[src/rtl/key_digit_if.sv]
// Keypad-encoder to digit-capture bundle: encoder code/valid and clear in,
// accepted digit, strobe and entry buffer out.
interface key_digit_if #(
  parameter int DEPTH = 4
);
  localparam int CW = $clog2(DEPTH + 1);

  logic [3:0]         F;
  logic               valid;
  logic               clear;
  logic [3:0]         digit;
  logic               digit_stb;
  logic [4*DEPTH-1:0] digits;
  logic [CW-1:0]      count;
  logic               ovf;

  modport master (
    output F, valid, clear,
    input  digit, digit_stb, digits, count, ovf
  );

  modport slave (
    input  F, valid, clear,
    output digit, digit_stb, digits, count, ovf
  );
endinterface

[src/rtl/key_digit_capture.sv]
// Synchronises and debounces keypad encoder output, strobes once per genuine
// press, and shifts each accepted digit into a DEPTH-digit entry buffer.
module key_digit_capture #(
  parameter int DEBOUNCE_CYCLES = 4,
  parameter int DEPTH           = 4
) (
  input  logic        clk,
  input  logic        rst,
  key_digit_if.slave  kif
);
  localparam int CNT_W = (DEBOUNCE_CYCLES > 2) ? $clog2(DEBOUNCE_CYCLES) : 1;
  localparam int CW    = $clog2(DEPTH + 1);
  localparam logic [CNT_W-1:0] CNT_MAX = CNT_W'(DEBOUNCE_CYCLES - 1);
  localparam logic [CW-1:0]    FULL    = CW'(DEPTH);

  typedef enum logic [1:0] {IDLE, DEBOUNCE, PRESSED, RELEASE} state_t;

  state_t             state_q, state_d;
  logic [3:0]         f_meta_q, f_s_q;
  logic               valid_meta_q, valid_s_q;
  logic [CNT_W-1:0]   cnt_q, cnt_d;
  logic [3:0]         cand_q, cand_d;
  logic [3:0]         digit_q, digit_d;
  logic               stb_q, stb_d;
  logic [4*DEPTH-1:0] digits_q, digits_d, digits_base;
  logic [4*DEPTH+3:0] digits_push;
  logic [CW-1:0]      count_q, count_d, count_base;
  logic               ovf_q, ovf_d;
  logic               key_ok;
  logic               accept;

  function automatic logic [CW-1:0] sat_inc(input logic [CW-1:0] c);
    return (c == FULL) ? c : c + CW'(1);
  endfunction

  // Codes 10..15 are not keys, so they never start or sustain a press.
  assign key_ok = valid_s_q && (f_s_q <= 4'd9);

  always_ff @(posedge clk) begin
    if (rst) begin
      f_meta_q     <= '0;
      f_s_q        <= '0;
      valid_meta_q <= 1'b0;
      valid_s_q    <= 1'b0;
      state_q      <= IDLE;
      cnt_q        <= '0;
      cand_q       <= '0;
      digit_q      <= '0;
      stb_q        <= 1'b0;
      digits_q     <= '0;
      count_q      <= '0;
      ovf_q        <= 1'b0;
    end else begin
      f_meta_q     <= kif.F;
      f_s_q        <= f_meta_q;
      valid_meta_q <= kif.valid;
      valid_s_q    <= valid_meta_q;
      state_q      <= state_d;
      cnt_q        <= cnt_d;
      cand_q       <= cand_d;
      digit_q      <= digit_d;
      stb_q        <= stb_d;
      digits_q     <= digits_d;
      count_q      <= count_d;
      ovf_q        <= ovf_d;
    end
  end

  always_comb begin
    state_d = state_q;
    cnt_d   = cnt_q;
    cand_d  = cand_q;
    case (state_q)
      IDLE: begin
        if (key_ok) begin
          state_d = DEBOUNCE;
          cand_d  = f_s_q;
          cnt_d   = '0;
        end
      end
      DEBOUNCE: begin
        if (!key_ok || (f_s_q != cand_q)) state_d = IDLE;
        else if (cnt_q == CNT_MAX)        state_d = PRESSED;
        else                              cnt_d   = cnt_q + CNT_W'(1);
      end
      PRESSED: begin
        if (!valid_s_q) begin
          state_d = RELEASE;
          cnt_d   = '0;
        end
      end
      RELEASE: begin
        if (valid_s_q)              state_d = PRESSED;
        else if (cnt_q == CNT_MAX)  state_d = IDLE;
        else                        cnt_d   = cnt_q + CNT_W'(1);
      end
      default: state_d = IDLE;
    endcase
  end

  // A clear coinciding with a push empties the buffer first, then the push lands.
  always_comb begin
    accept      = (state_q == DEBOUNCE) && key_ok && (f_s_q == cand_q) && (cnt_q == CNT_MAX);
    stb_d       = accept;
    digit_d     = accept ? cand_q : digit_q;
    digits_base = kif.clear ? '0 : digits_q;
    count_base  = kif.clear ? '0 : count_q;
    digits_push = {digits_base, cand_q};
    digits_d    = digits_base;
    count_d     = count_base;
    ovf_d       = kif.clear ? 1'b0 : ovf_q;
    if (accept) begin
      digits_d = digits_push[4*DEPTH-1:0];
      count_d  = sat_inc(count_base);
      if (count_base == FULL) ovf_d = 1'b1;
    end
  end

  assign kif.digit     = digit_q;
  assign kif.digit_stb = stb_q;
  assign kif.digits    = digits_q;
  assign kif.count     = count_q;
  assign kif.ovf       = ovf_q;
endmodule

[src/flat_wrapper.sv]
// flat-port wrapper written by rule: the top's interface ports become plain ports
module key_digit_capture_flat 
#(
  parameter int DEBOUNCE_CYCLES = 4,
  parameter int DEPTH           = 4
)
  (clk, rst, kif_F, kif_valid, kif_clear, kif_digit, kif_digit_stb, kif_digits, kif_count, kif_ovf);
  key_digit_if #(.DEPTH(DEPTH)) kif_i ();
  input  logic clk;
  input  logic rst;
  input wire logic [$bits(kif_i.F)-1:0] kif_F;
  input wire logic [$bits(kif_i.valid)-1:0] kif_valid;
  input wire logic [$bits(kif_i.clear)-1:0] kif_clear;
  output wire logic [$bits(kif_i.digit)-1:0] kif_digit;
  output wire logic [$bits(kif_i.digit_stb)-1:0] kif_digit_stb;
  output wire logic [$bits(kif_i.digits)-1:0] kif_digits;
  output wire logic [$bits(kif_i.count)-1:0] kif_count;
  output wire logic [$bits(kif_i.ovf)-1:0] kif_ovf;
  assign kif_i.F = kif_F;
  assign kif_i.valid = kif_valid;
  assign kif_i.clear = kif_clear;
  assign kif_digit = kif_i.digit;
  assign kif_digit_stb = kif_i.digit_stb;
  assign kif_digits = kif_i.digits;
  assign kif_count = kif_i.count;
  assign kif_ovf = kif_i.ovf;
  key_digit_capture #(.DEBOUNCE_CYCLES(DEBOUNCE_CYCLES), .DEPTH(DEPTH)) u_core (.clk(clk), .rst(rst), .kif(kif_i));
endmodule
[config.mk]
export PLATFORM = sky130hd
export DESIGN_NAME = key_digit_capture_flat
export DESIGN_NICKNAME = d
export VERILOG_FILES = /design/src/rtl/key_digit_if.sv /design/src/rtl/key_digit_capture.sv /design/src/flat_wrapper.sv
export SDC_FILE = /design/constraint.sdc
export NUM_CORES = 1
export LEC_CHECK = 0
export CAP_MARGIN = 20
export CORE_MARGIN = 3
export CORE_UTILIZATION = 45
export DETAILED_ROUTE_END_ITERATION = 8
export GPL_TIMING_DRIVEN = 0
export PLACE_DENSITY_LB_ADDON = 0.2
export SLEW_MARGIN = 15
export SYNTH_ARGS = -nofsm -noshare
export SYNTH_HDL_FRONTEND = slang
export SYNTH_SLANG_ARGS = --single-unit
export TNS_END_PERCENT = 5
[constraint.sdc]
create_clock -name clk -period 1.9 [get_ports clk]
set_clock_uncertainty 0.15 [all_clocks]
set_input_delay 0.38 -clock clk [delete_from_list [all_inputs] [get_ports clk]]
set_output_delay 0.38 -clock clk [all_outputs]
set_load 0.01 [all_outputs]
**Word-level counts from Yosys, hierarchy flattened**

Index checks and enable logic that the tools add are counted.

- Register bits: 43

- $add $sub $neg: 2
- Magnitude comparators: 1
- Eq/ne operators: 13
- Mux-type cells: 21
- Reduce and logical (&&, ||, !) cells: 11

Operator list:

| cell | count |
|---|---|
| $mux W16 | 2 |
| $mux W2 | 11 |
| $pmux W2 S4 | 2 |
| $mux W3 | 3 |
| $reduce_and A4 Y1 | 2 |
| $eq A2 B2 Y1 const B | 3 |
| $ne A2 B2 Y1 const B | 3 |
| $ne A3 B1 Y1 const B | 2 |
| $eq A4 B4 Y1 | 1 |
| $le A4 B4 Y1 const B | 1 |
| $logic_and A1 B1 Y1 | 4 |
| $ne A4 B4 Y1 | 1 |
| $add A3 B1 Y3 const B | 1 |
| $eq A3 B3 Y1 const B | 1 |
| $mux W1 | 3 |
| $add A2 B1 Y2 const B | 1 |
| $eq A2 B1 Y1 const B | 1 |
| $logic_not A2 Y1 | 1 |
| $ne A2 B1 Y1 const B | 1 |
| $reduce_and A2 Y1 | 1 |
| $reduce_bool A2 Y1 | 1 |
| $logic_not A1 Y1 | 1 |
| $logic_or A1 B1 Y1 | 1 |

**Logic depth before layout (Yosys ltp)**

Gate-level depths: netlist (run 1).

- Depth after elaboration: 6
- Mapped depth: 7
- Depth with buffers taken out: 7

**Least setup slack after synthesis (run 1)**

Ideal clock, no wire load.

- Path kind: register to register
- From: register u_core.f_s_q[1]
- To: register u_core.digits_q[4] (netlist: u_core.kif.digits[4])
- Setup time: 0.072 ns
- Arrival: 1.449 ns
- Setup slack: 0.229 ns
- Stages on the path, launching flop included: 7
- Buffers on the path: 2
- Clock period less this slack: 1.671 ns
- Cell sequence: dfxtp_1 o21a_1 or3_1 buf_6 nor2_8 buf_12 mux2i_1

- Word-level cells in the longest chain between the ends: 6
- Elaborated cells between the ends (all ways): 7

Ends and longest elaborated chain:

| element | RTL line | source |
|---|---|---|
| start: declaration | key_digit_capture.sv:19 | `logic [3:0] f_meta_q, f_s_q;` |
| start signal: assignment | key_digit_capture.sv:55 | `f_s_q <= f_meta_q;` |
| $le A4 B4 Y1 | key_digit_capture.sv:37 | `assign key_ok = valid_s_q && (f_s_q <= 4'd9);` |
| $logic_and A1 B1 Y1 | key_digit_capture.sv:37 |  |
| $logic_and A1 B1 Y1 | key_digit_capture.sv:103 | `accept = (state_q == DEBOUNCE) && key_ok && (f_s_q == cand_q) && (cnt_q == CNT_MAX);` |
| $logic_and A1 B1 Y1 (*) (2 in series) | key_digit_capture.sv:103 |  |
| $mux W16 (*) | key_digit_capture.sv:112 | `if (accept) begin` |
| end signal: assignment | key_digit_capture.sv:63 | `digits_q <= digits_d;` |
| end: declaration | key_digit_capture.sv:25 | `logic [4*DEPTH-1:0] digits_q, digits_d, digits_base;` |

Every way passes the cells marked *; elsewhere a longest branch is shown, timed or not.
A chain may end at the register's enable or synchronous reset.

**Worst setup path in the final report (run 1)**

- From: input rst
- To: register u_core.cand_q[0]

RTL lines:

| element | RTL line | source |
|---|---|---|
| start: declaration | flat_wrapper.sv:10 | `input logic rst;` |
| end signal: assignment | key_digit_capture.sv:60 | `cand_q <= cand_d;` |
| end: declaration | key_digit_capture.sv:22 | `logic [3:0] cand_q, cand_d;` |

No word-level cell between the ends.

==> results of run 1 <==
==> state kept, by name, indices dropped and copies added, names as in the netlist <==
signal and count:
u_core.kif.digits 16, u_core.state_q 2, u_core.valid_s_q 1, u_core.valid_meta_q 1, u_core.cand_q 4, u_core.kif.count 3, u_core.f_meta_q 4, u_core.kif.ovf 1
u_core.kif.digit_stb 1, u_core.kif.digit 4, u_core.cnt_q 2, u_core.f_s_q 4
==> cell families (layout without fill, tap and decap cells) <==
group                      count (synthesis)  after routing  synth area share
adders and majority gates                  3              3            0.0221
buffers and inverters                     12             54            0.0412
DFF                                       43             43             0.506
AOI/OAI and AO/OA                         25             25            0.0942
xor gates and xnor gates                   4              4            0.0206
and+or+nand+nor                           64             64             0.204
muxes                                     19             19             0.112
==> worst max path at each step <==
stage,slack (ns),endpoint
2_1_floorplan,0.23,u_core.kif.digits[4]$_SDFF_PP0_
3_3_place_gp,-0.42,u_core.kif.digits[13]$_SDFFE_PP0P_
3_5_place_dp,-0.54,u_core.kif.digits[13]$_SDFFE_PP0P_
4_1_cts,0.03,u_core.kif.digits[13]$_SDFFE_PP0P_
5_1_grt,-0.08,u_core.cand_q[0]$_SDFFE_PP0P_
6_report,0.04,u_core.cand_q[0]$_SDFFE_PP0P_
==> worst max-delay path, cell delays in order <==
cell	delay, ns
clkdlybuf4s50_1	0.58
clkbuf_1	0.37
clkbuf_1	0.44
nor2_1	0.10
==> cells in the mapped netlist, drive strengths merged, types with 3 or more instances <==
cell,n,share of area
buf,3,0.021
xnor2,4,0.021
nand2,20,0.044
mux2i,19,0.11
inv,4,0.0088
o21ai,7,0.021
a21oi,8,0.024
ha,3,0.022
nor2,11,0.035
nand2b,5,0.018
nor2b,14,0.052
dfxtp,43,0.51
clkbuf,5,0.011
nand4,6,0.022
==> stage by stage <==
step / utilization / instance area [um2]
after global routing: 0.646 / 2260
final: 0.646 / 2260
after detailed placement: 0.595 / 2080
after floorplan: - / 1700
after CTS: 0.635 / 2220
after global placement: 0.595 / 2080
==> cell usage in the layout, fill, tap and decap left out, types with 3 or more instances in the layout <==
cell / instances
nand2_1: 19
o21ai_1: 4
o21ai_0: 3
mux2i_1: 19
nor2_1: 8
nor2b_1: 14
nand4_1: 6
nand2b_1: 5
dfxtp_1: 41
inv_1: 4
xnor2_1: 4
clkdlybuf4s50_1: 32
clkbuf_1: 4
clkbuf_8: 5
a21oi_1: 8
==> layer usage <==
metal	GRT usage	routed length [um]
met3	0.0549	145
met4	0.0684	36
met2	0.276	1680
met1	0.220	1570
met5	0	0
==> power groups by stage <==
stage / registers (uW) / logic [uW] / clock network (uW)
final: 918 / 93.3 / 839
after global routing: 920 / 103 / 904
after CTS: 918 / 84.2 / 850
after detailed placement: 939 / 82.4 / 0
after global placement: 939 / 80.6 / 0
after floorplan: 938 / 52.3 / 0
==> timing repair <==
item                       CTS  global route
buffers inserted             0             2
pin swaps                    0             2
gates resized for setup      2             6
setup endpoints to repair   10            27
==> cell type report <==
| class | instances | area share |
|---|---|---|
| clock inverter | 3 | 0.0300 |
| timing repair buffer | 34 | 0.149 |
| buffer | 8 | 0.0250 |
| tap | 46 | 0.0255 |
| sequential | 43 | 0.383 |
| clock buffer | 5 | 0.0305 |
| multi-input combinational | 115 | 0.351 |
| inverter | 4 | 0.00666 |
==> reports/metrics.cfg, run 1 <==
[yosys]
synth.ff_latch_count = 43
synth_cell_types = 34
ys_warn_count = 0
yosysSeqAreaShare = 0.506
synthCells = 170
synthesis.area_um2 = 1700
syn_area_per_cell_um2 = 10.0
synth_edf_count = 0
syn-num-nets = 181
synthFlopType = dfxtp_1
synthArstFlopShare = 0

[route]
avgViaCountPerCell = 5.09
routed_wirelength_mm = 3.43
ant_nets = 0
vias = 1314
drt_iter0_drc = 55
drc = 0
drt_first_pass_iters = 4
wl_per_cell_um = 13.3

[worst_setup_path]
cp_max_fo = 10
crit_start = rst
critPathRequiredTime_ns = 1.92
r2r_end = u_core.kif.digits[13]$_SDFFE_PP0P_
cp.arrival_ns = 1.88
setup.worst_path.end_class = flop
r2r_start = u_core.f_s_q[1]$_SDFF_PP0_
critPathLaunchType = input port
r2r_slack_ns = 0.10
crit_type = input port to flop
reg2reg_depth = 6

[finish]
antenna_cells = 0
drive_above_1_share = 0.108
seqCellArea_um2 = 863
fill_cells = 280
nNetsFinal = 222
multi_input_area_um2 = 792
area_growth_pct = 32.7
fin_cells = 258

[min_path]
hold_path_end = u_core.valid_s_q$_SDFF_PP0_
hold_path_depth = 1
hold_path.startpoint = u_core.valid_meta_q$_SDFF_PP0_
hold_path.class = flop to flop

[timing]
slew_viol_final = 0
rsz0062_at_grt = true
fin_crit_sh = 0.979
whs_ns = 0.275
worstMarginPinSlew_ns = 0.486
relSlewSlack = 0.676
fin_setup_tns_ns = 0
hold_viol = 0
postLayoutSetupSlackWorst_ns = 0.0393
finalCriticalPeriod_ns = 1.86
clock.fmax_mhz = 537
finalSetupViolCount = 0

[floorplan]
die_area_um2 = 4550
die_x_um = 67.5
start_util = 0.487
fp.dieH_um = 67.5
ios = 33
core_area_um2 = 3490
rows = 21

[global_routing]
grt_antenna_before_repair = 0
grt_overflow = 0
grt_start_max_net_pins = 15
groute.usage.overall = 0.174
grt_first_pass_wirelength_mm = 5.89
grt_pass1_vias = 1251

[job]
drv_cap = 0

[power]
comb_power_share = 0.050
p_per_area_nw_per_um2 = 820
seq_power_share = 0.496
switching_share = 0.202
ir_drop_uv = 569
switching_power_uw = 374
total_power_uw = 1850
p_leak_uw = 0.000823
p_int_uw = 1480
clkPwrFrac = 0.453

[cts]
cts_max_level = 2
cts_tree = yes
cts_root_buf = clkbuf_8
hold_buffers = 0
clock_latency_ns = 0.30
max-clock-path-buffers = 2
cts_buffers = 5
clkSinkCount = 43
path_clk_slew_ns = 0.09

[placed_design]
post-place-ws_ns = -0.537
place.gp.congestion = 0.834
hpwl_mm = 2.46
portBuffers = 32
post-place-cells = 248

[outcome]
outcome = finished clean

Power figures use the tool's default switching activity.
==> run 2: changes to the inputs <==
CORE_UTILIZATION = 30   (was 45)
==> run 2 against run 1 <==
Sequential share of layout area up 0.53 points. Utilization decreased by 23 points. Clock-buffer cell count stayed put. Sequential power is essentially flat. Routed wire length fell by 3.8%. Die area up 45%. Non-clock buffer count is the same. Combinational power is 2.3% lower. Via count down 1.8%. Power fell by 15%.
==> reports/metrics.cfg, run 2 (synthesis results as in run 1) <==
[timing]
worstMarginPinSlew_ns = 0.505  ; +0.0188 ns
rsz0062_at_grt = true
clock.fmax_mhz = 554  ; +3.0%
finalSetupViolCount = 0  ; unchanged
fin_crit_sh = 0.951  ; -0.0286
whs_ns = 0.289  ; +0.0137 ns
relSlewSlack = 0.663  ; -0.0126
slew_viol_final = 0  ; unchanged
fin_setup_tns_ns = 0  ; unchanged
hold_viol = 0  ; unchanged
finalCriticalPeriod_ns = 1.81  ; -0.0544 ns

[worst_setup_path]
setup.worst_path.end_class = flop
critPathRequiredTime_ns = 1.98  ; +0.06 ns
r2r_start = u_core.cnt_q[0]$_SDFFE_PP0P_
critPathLaunchType = flop
r2r_slack_ns = 0.09  ; about the same
cp_max_fo = 10  ; unchanged
crit_type = flop to flop
crit_start = u_core.cnt_q[0]$_SDFFE_PP0P_
reg2reg_depth = 7  ; +1
cp.arrival_ns = 1.89  ; about the same
r2r_end = u_core.kif.digits[4]$_SDFF_PP0_
worstSetupEndpoint = u_core.kif.digits[4]$_SDFF_PP0_

[finish]
final_cell_mix = dfxtp_1, clkdlybuf4s50_1, nand2_1
fin_cells = 282  ; +9.3%
nNetsFinal = 222  ; unchanged
drive_above_1_share = 0.0991  ; -0.00943
final_util = 0.419  ; -0.226
largest_reg_flops = 16  ; unchanged
multi_input_area_um2 = 779  ; -1.6%
fill_cells = 537  ; +92%
seqCellArea_um2 = 862  ; -0.14%
area_growth_pct = 30.7
antenna_cells = 0  ; unchanged
layout_commonest_cell = dfxtp_1

[floorplan]
die_area_um2 = 6610  ; +45%
ios = 33  ; unchanged
rows = 26  ; +24%
start_util = 0.321  ; -0.166
core_area_um2 = 5300  ; +52%
die_x_um = 81.3  ; +20%
fp.dieH_um = 81.3  ; +20%

[placed_design]
post-place-cells = 272  ; +9.7%
place.gp.congestion = 0.751  ; -10%
portBuffers = 32  ; unchanged
hpwl_mm = 2.45  ; -0.40%

[route]
ant_nets = 0  ; unchanged
drt_iter0_drc = 33  ; -40%
avgViaCountPerCell = 4.58  ; -10%
drt_first_pass_iters = 4  ; unchanged
vias = 1291  ; -1.8%
drc = 0  ; unchanged
wl_per_cell_um = 11.7  ; -12%
routed_wirelength_mm = 3.30  ; -3.8%

[power]
clkPwrFrac = 0.358  ; -0.095
ir_drop_uv = 411  ; -28%
seq_power_share = 0.584  ; +0.088
p_per_area_nw_per_um2 = 707  ; -14%
total_power_uw = 1570  ; -15%
comb_power_share = 0.058  ; +0.008
p_int_uw = 1200  ; -18%
switching_share = 0.234  ; +0.0318
switching_power_uw = 368  ; -1.7%
p_leak_uw = 0.000814  ; -1.1%

[global_routing]
grt_start_max_net_pins = 14  ; -1
grt_first_pass_wirelength_mm = 5.55  ; -5.9%
grt_antenna_before_repair = 0  ; unchanged
grt_pass1_vias = 1203  ; -3.8%
grt_overflow = 0  ; unchanged
groute.usage.overall = 0.110  ; -0.0649

[cts]
cts_root_buf = clkbuf_8
cts_tree = yes
max-clock-path-buffers = 2  ; unchanged
cts_max_level = 2  ; unchanged
cts_buffers = 5  ; unchanged
clkSinkCount = 43  ; unchanged
hold_buffers = 0  ; unchanged
path_clk_slew_ns = 0.08  ; about the same
clock_latency_ns = 0.29  ; about the same

[job]
drv_cap = 0  ; unchanged

[outcome]
outcome = finished clean

[min_path]
hold_path.class = flop to flop

run 2: changes by cell type in the layout (fill, tap and decap cells not counted), sizes merged:
| cell | previous run | this run |
|---|---|---|
| dlymetal6s2s | 0 | 1 |
| clkdlybuf4s50 | 32 | 31 |
| clkinvlp | 1 | 0 |
| bufinv | 2 | 0 |
| clkinv | 0 | 3 |
run 2: critical path: stages, from the launching register on:
cell	delay, ns
dfxtp_1	0.34
ha_2	0.20
nand2_1	0.08
or3_1	0.37
buf_6	0.15
nor2_8	0.12
buf_12	0.15
mux2i_1	0.18
run 2: area by class of cell:
| class | count | area share |
|---|---|---|
| clock inverter | 3 | 0.00676 |
| timing repair buffer | 34 | 0.152 |
| multi-input combinational | 115 | 0.351 |
| buffer | 8 | 0.0253 |
| clock buffer | 5 | 0.0310 |
| sequential | 43 | 0.388 |
| inverter | 4 | 0.00676 |
| tap | 70 | 0.0394 |
run 2: power by group through the flow:
stage	Combinational, uW	Clock [uW]	Sequential [uW]
floorplan	52.3	0	938
global placement	82.9	0	940
detailed placement	82.6	0	940
CTS	83.5	575	918
global route	101	630	920
finish	91.2	562	918
run 2: routing by layer:
layer / vias up / GRT usage / routed length (um)
li1: 666 / - / -
met1: 592 / 0.133 / 1540
met2: 28 / 0.177 / 1530
met3: 5 / 0.0421 / 189
met4: 0 / 0.0355 / 46
met5: - / 0 / 0
run 2: worst min-delay path by stage:
stage / start / end / cells after the start
6_report: u_core.f_meta_q[3]$_SDFF_PP0_ / u_core.f_s_q[3]$_SDFF_PP0_ / 1
5_1_grt: u_core.f_meta_q[0]$_SDFF_PP0_ / u_core.f_s_q[0]$_SDFF_PP0_ / 1
4_1_cts: u_core.valid_meta_q$_SDFF_PP0_ / u_core.valid_s_q$_SDFF_PP0_ / 1
3_5_place_dp: u_core.f_meta_q[0]$_SDFF_PP0_ / u_core.f_s_q[0]$_SDFF_PP0_ / 1
3_3_place_gp: u_core.f_meta_q[1]$_SDFF_PP0_ / u_core.f_s_q[1]$_SDFF_PP0_ / 1
2_1_floorplan: u_core.f_meta_q[0]$_SDFF_PP0_ / u_core.f_s_q[0]$_SDFF_PP0_ / 1
run 2: what timing repair did:
item | 4_1_cts | 5_1_grt
endpoints found under the hold margin | 0 | 0
buffers inserted | 0 | 2
pin swaps | 0 | 1
gates resized for setup | 1 | 6
setup endpoints to repair | 10 | 26
run 2: stage by stage:
step           cell area (um2)  worst slack [ns]
3_5_place_dp              2110            -0.434
2_1_floorplan             1700             0.229
6_report                  2220            0.0937
4_1_cts                   2190           0.00700
5_1_grt                   2220           -0.0799
3_3_place_gp              2110            -0.423
==> run 3: changes to the inputs <==
clock period = 1.5 ns   (was 1.9 ns; I/O delays follow)
==> run 3 against run 2 <==
The flow now finishes with violations (negative setup slack). Global-route usage increased by 1.1 points. Flip-flop and latch count unchanged. Via count increased by 3.5%. Highest routed layer unchanged. Cell count increased by 3.2%. Worst hold slack worse by 0.0022 ns. Largest cell class unchanged. Final area up 8.6%. Combinational power increased by 41%. Routed wire length up 8.9%.
==> reports/metrics.cfg, run 3 (synthesis results as in run 1) <==
[finish]
largest_reg_flops = 16  ; unchanged
final_cell_mix = dfxtp_1, dlygate4sd2_1, nand2_1, mux2i_1, nor2b_1
area_growth_pct = 41.9
fin_area_um2 = 2410  ; +8.6%
layout_commonest_cell = dfxtp_1
antenna_cells = 0  ; unchanged
drive_above_1_share = 0.186  ; +0.0865
nNetsFinal = 231  ; +4.1%
final_util = 0.455  ; +0.0359
fill_cells = 532  ; -0.93%
fin_cells = 291  ; +3.2%

[worst_setup_path]
critPathRequiredTime_ns = 1.52  ; -0.46 ns
cp_max_fo = 7  ; -3
setup.worst_path.end_class = flop
crit_type = flop to flop
critPathLaunchType = flop
crit_start = u_core.cnt_q[0]$_SDFFE_PP0P_
cp.arrival_ns = 1.84  ; -0.05 ns
reg2reg_depth = 7  ; unchanged
r2r_end = u_core.kif.count[0]$_SDFF_PP0_
r2r_slack_ns = -0.33  ; -0.42 ns
r2r_start = u_core.cnt_q[0]$_SDFFE_PP0P_

[global_routing]
grt_pass1_vias = 1265  ; +5.2%
grt_overflow = 0  ; unchanged
grt_start_max_net_pins = 15  ; +1
grt_antenna_before_repair = 0  ; unchanged
grt_first_pass_wirelength_mm = 6.04  ; +9.0%
groute.usage.overall = 0.121  ; +0.0112

[cts]
cts_max_level = 2  ; unchanged
max-clock-path-buffers = 2  ; unchanged
clock_latency_ns = 0.29  ; about the same
cts_root_buf = clkbuf_8
clkSinkCount = 43  ; unchanged
hold_buffers = 0  ; unchanged
path_clk_slew_ns = 0.08  ; about the same
cts_tree = yes
cts_buffers = 5  ; unchanged

[outcome]
outcome = complete, but fails checks
violations = negative setup slack

[timing]
whs_ns = 0.287  ; -0.00223 ns
hold_viol = 0  ; unchanged
finalSetupViolCount = 32  ; +32
worstMarginPinSlew_ns = 0.525  ; +0.0205 ns
fin_crit_sh = 1.22  ; +0.266
fin_setup_tns_ns = -6.83  ; -6.83 ns
rsz0062_at_grt = true
postLayoutSetupSlackWorst_ns = -0.325  ; -0.419 ns
slew_viol_final = 0  ; unchanged
relSlewSlack = 0.650  ; -0.0137
finalCriticalPeriod_ns = 1.83  ; +0.0187 ns
clock.fmax_mhz = 548  ; -1.0%

[route]
avgViaCountPerCell = 4.59  ; +0.29%
drt_first_pass_iters = 4  ; unchanged
drt_iter0_drc = 52  ; +58%
routed_wirelength_mm = 3.60  ; +8.9%
drc = 0  ; unchanged
wl_per_cell_um = 12.4  ; +5.6%
ant_nets = 0  ; unchanged
vias = 1336  ; +3.5%

[power]
p_per_area_nw_per_um2 = 974  ; +38%
ir_drop_uv = 502  ; +22%
seq_power_share = 0.496  ; -0.088
clkPwrFrac = 0.449  ; +0.091
switching_power_uw = 474  ; +29%
p_int_uw = 1870  ; +56%
switching_share = 0.202  ; -0.0324
p_leak_uw = 0.00103  ; +26%
comb_power_share = 0.055  ; -0.003

[min_path]
hold_path_end = u_core.f_s_q[1]$_SDFF_PP0_
hold_path.startpoint = u_core.f_meta_q[1]$_SDFF_PP0_
hold_path_depth = 1  ; unchanged
hold_path.class = flop to flop

[floorplan]
fp.dieH_um = 81.3  ; unchanged
ios = 33  ; unchanged
start_util = 0.321  ; unchanged
core_area_um2 = 5300  ; unchanged
die_area_um2 = 6610  ; unchanged
die_x_um = 81.3  ; unchanged
rows = 26  ; unchanged

[job]
drv_cap = 0  ; unchanged

[placed_design]
portBuffers = 32  ; unchanged
post-place-cells = 272  ; unchanged
place.gp.congestion = 0.741  ; -1.3%
hpwl_mm = 2.51  ; +2.2%
placed_area_um2 = 2110  ; unchanged

-- run 3: cell count changes in the layout (fill, tap and decap cells not counted), sizes merged --
cell,delta
clkdlybuf4s50,-25
dlygate4sd2,+25
buf,+10
clkinv,-3
bufinv,+2
clkbuf,-1
clkinvlp,+1
-- run 3: worst max-delay path by stage --
stage,cells past startpoint,end
after floorplan,6,u_core.kif.digits[4]$_SDFF_PP0_
after global placement,5,u_core.kif.digits[11]$_SDFF_PP0_
after detailed placement,5,u_core.kif.digits[11]$_SDFF_PP0_
after CTS,7,u_core.kif.digits[4]$_SDFF_PP0_
after global routing,8,u_core.kif.digits[7]$_SDFF_PP0_
final,7,u_core.kif.count[0]$_SDFF_PP0_
-- run 3: through the flow --
stage	total power [uW]	setup WS (ns)
final	2350	-0.325
after global routing	2460	-0.405
after CTS	2390	-0.350
after detailed placement	1300	-0.761
after global placement	1300	-0.764
after floorplan	1250	-0.171
-- run 3: final cells by class --
| cell class | count | area [um2] | area share |
|---|---|---|---|
| Tap cell | 70 | 87.6 | 0.0363 |
| Sequential cell | 43 | 866 | 0.359 |
| Timing Repair Buffer | 44 | 427 | 0.177 |
| Buffer | 7 | 60.1 | 0.0249 |
| Multi-Input combinational cell | 115 | 821 | 0.340 |
| Clock buffer | 5 | 68.8 | 0.0285 |
| Inverter | 4 | 15.0 | 0.00622 |
| Clock inverter | 3 | 67.6 | 0.0280 |
-- run 3: metal layers --
metal	vias to the layer above	routed length [um]	GRT usage
met2	36	1670	0.198
met1	608	1660	0.146
met3	6	197	0.0388
li1	686	-	-
met4	0	65	0.0456
met5	-	0	0
-- run 3: critical path, cell delays in order (launching register included) --
cell,delay [ns]
dfxtp_2,0.36
ha_4,0.15
nand2_2,0.05
or3_1,0.38
buf_6,0.14
buf_4,0.16
o31ai_2,0.21
a21oi_1,0.09
-- run 3: power by group through the flow --
stage          logic [uW]  registers (uW)  clock network [uW]
5_1_grt               140            1170                1160
4_1_cts               127            1160                1100
3_5_place_dp          107            1190                   0
2_1_floorplan        66.3            1190                   0
6_report              129            1160                1060
3_3_place_gp          105            1190                   0
-- run 3: repair_timing --
action,CTS,global route
pin swaps,5,5
gates cloned,1,0
buffers inserted,7,4
endpoints found under the setup margin,58,36
resized for setup,41,8
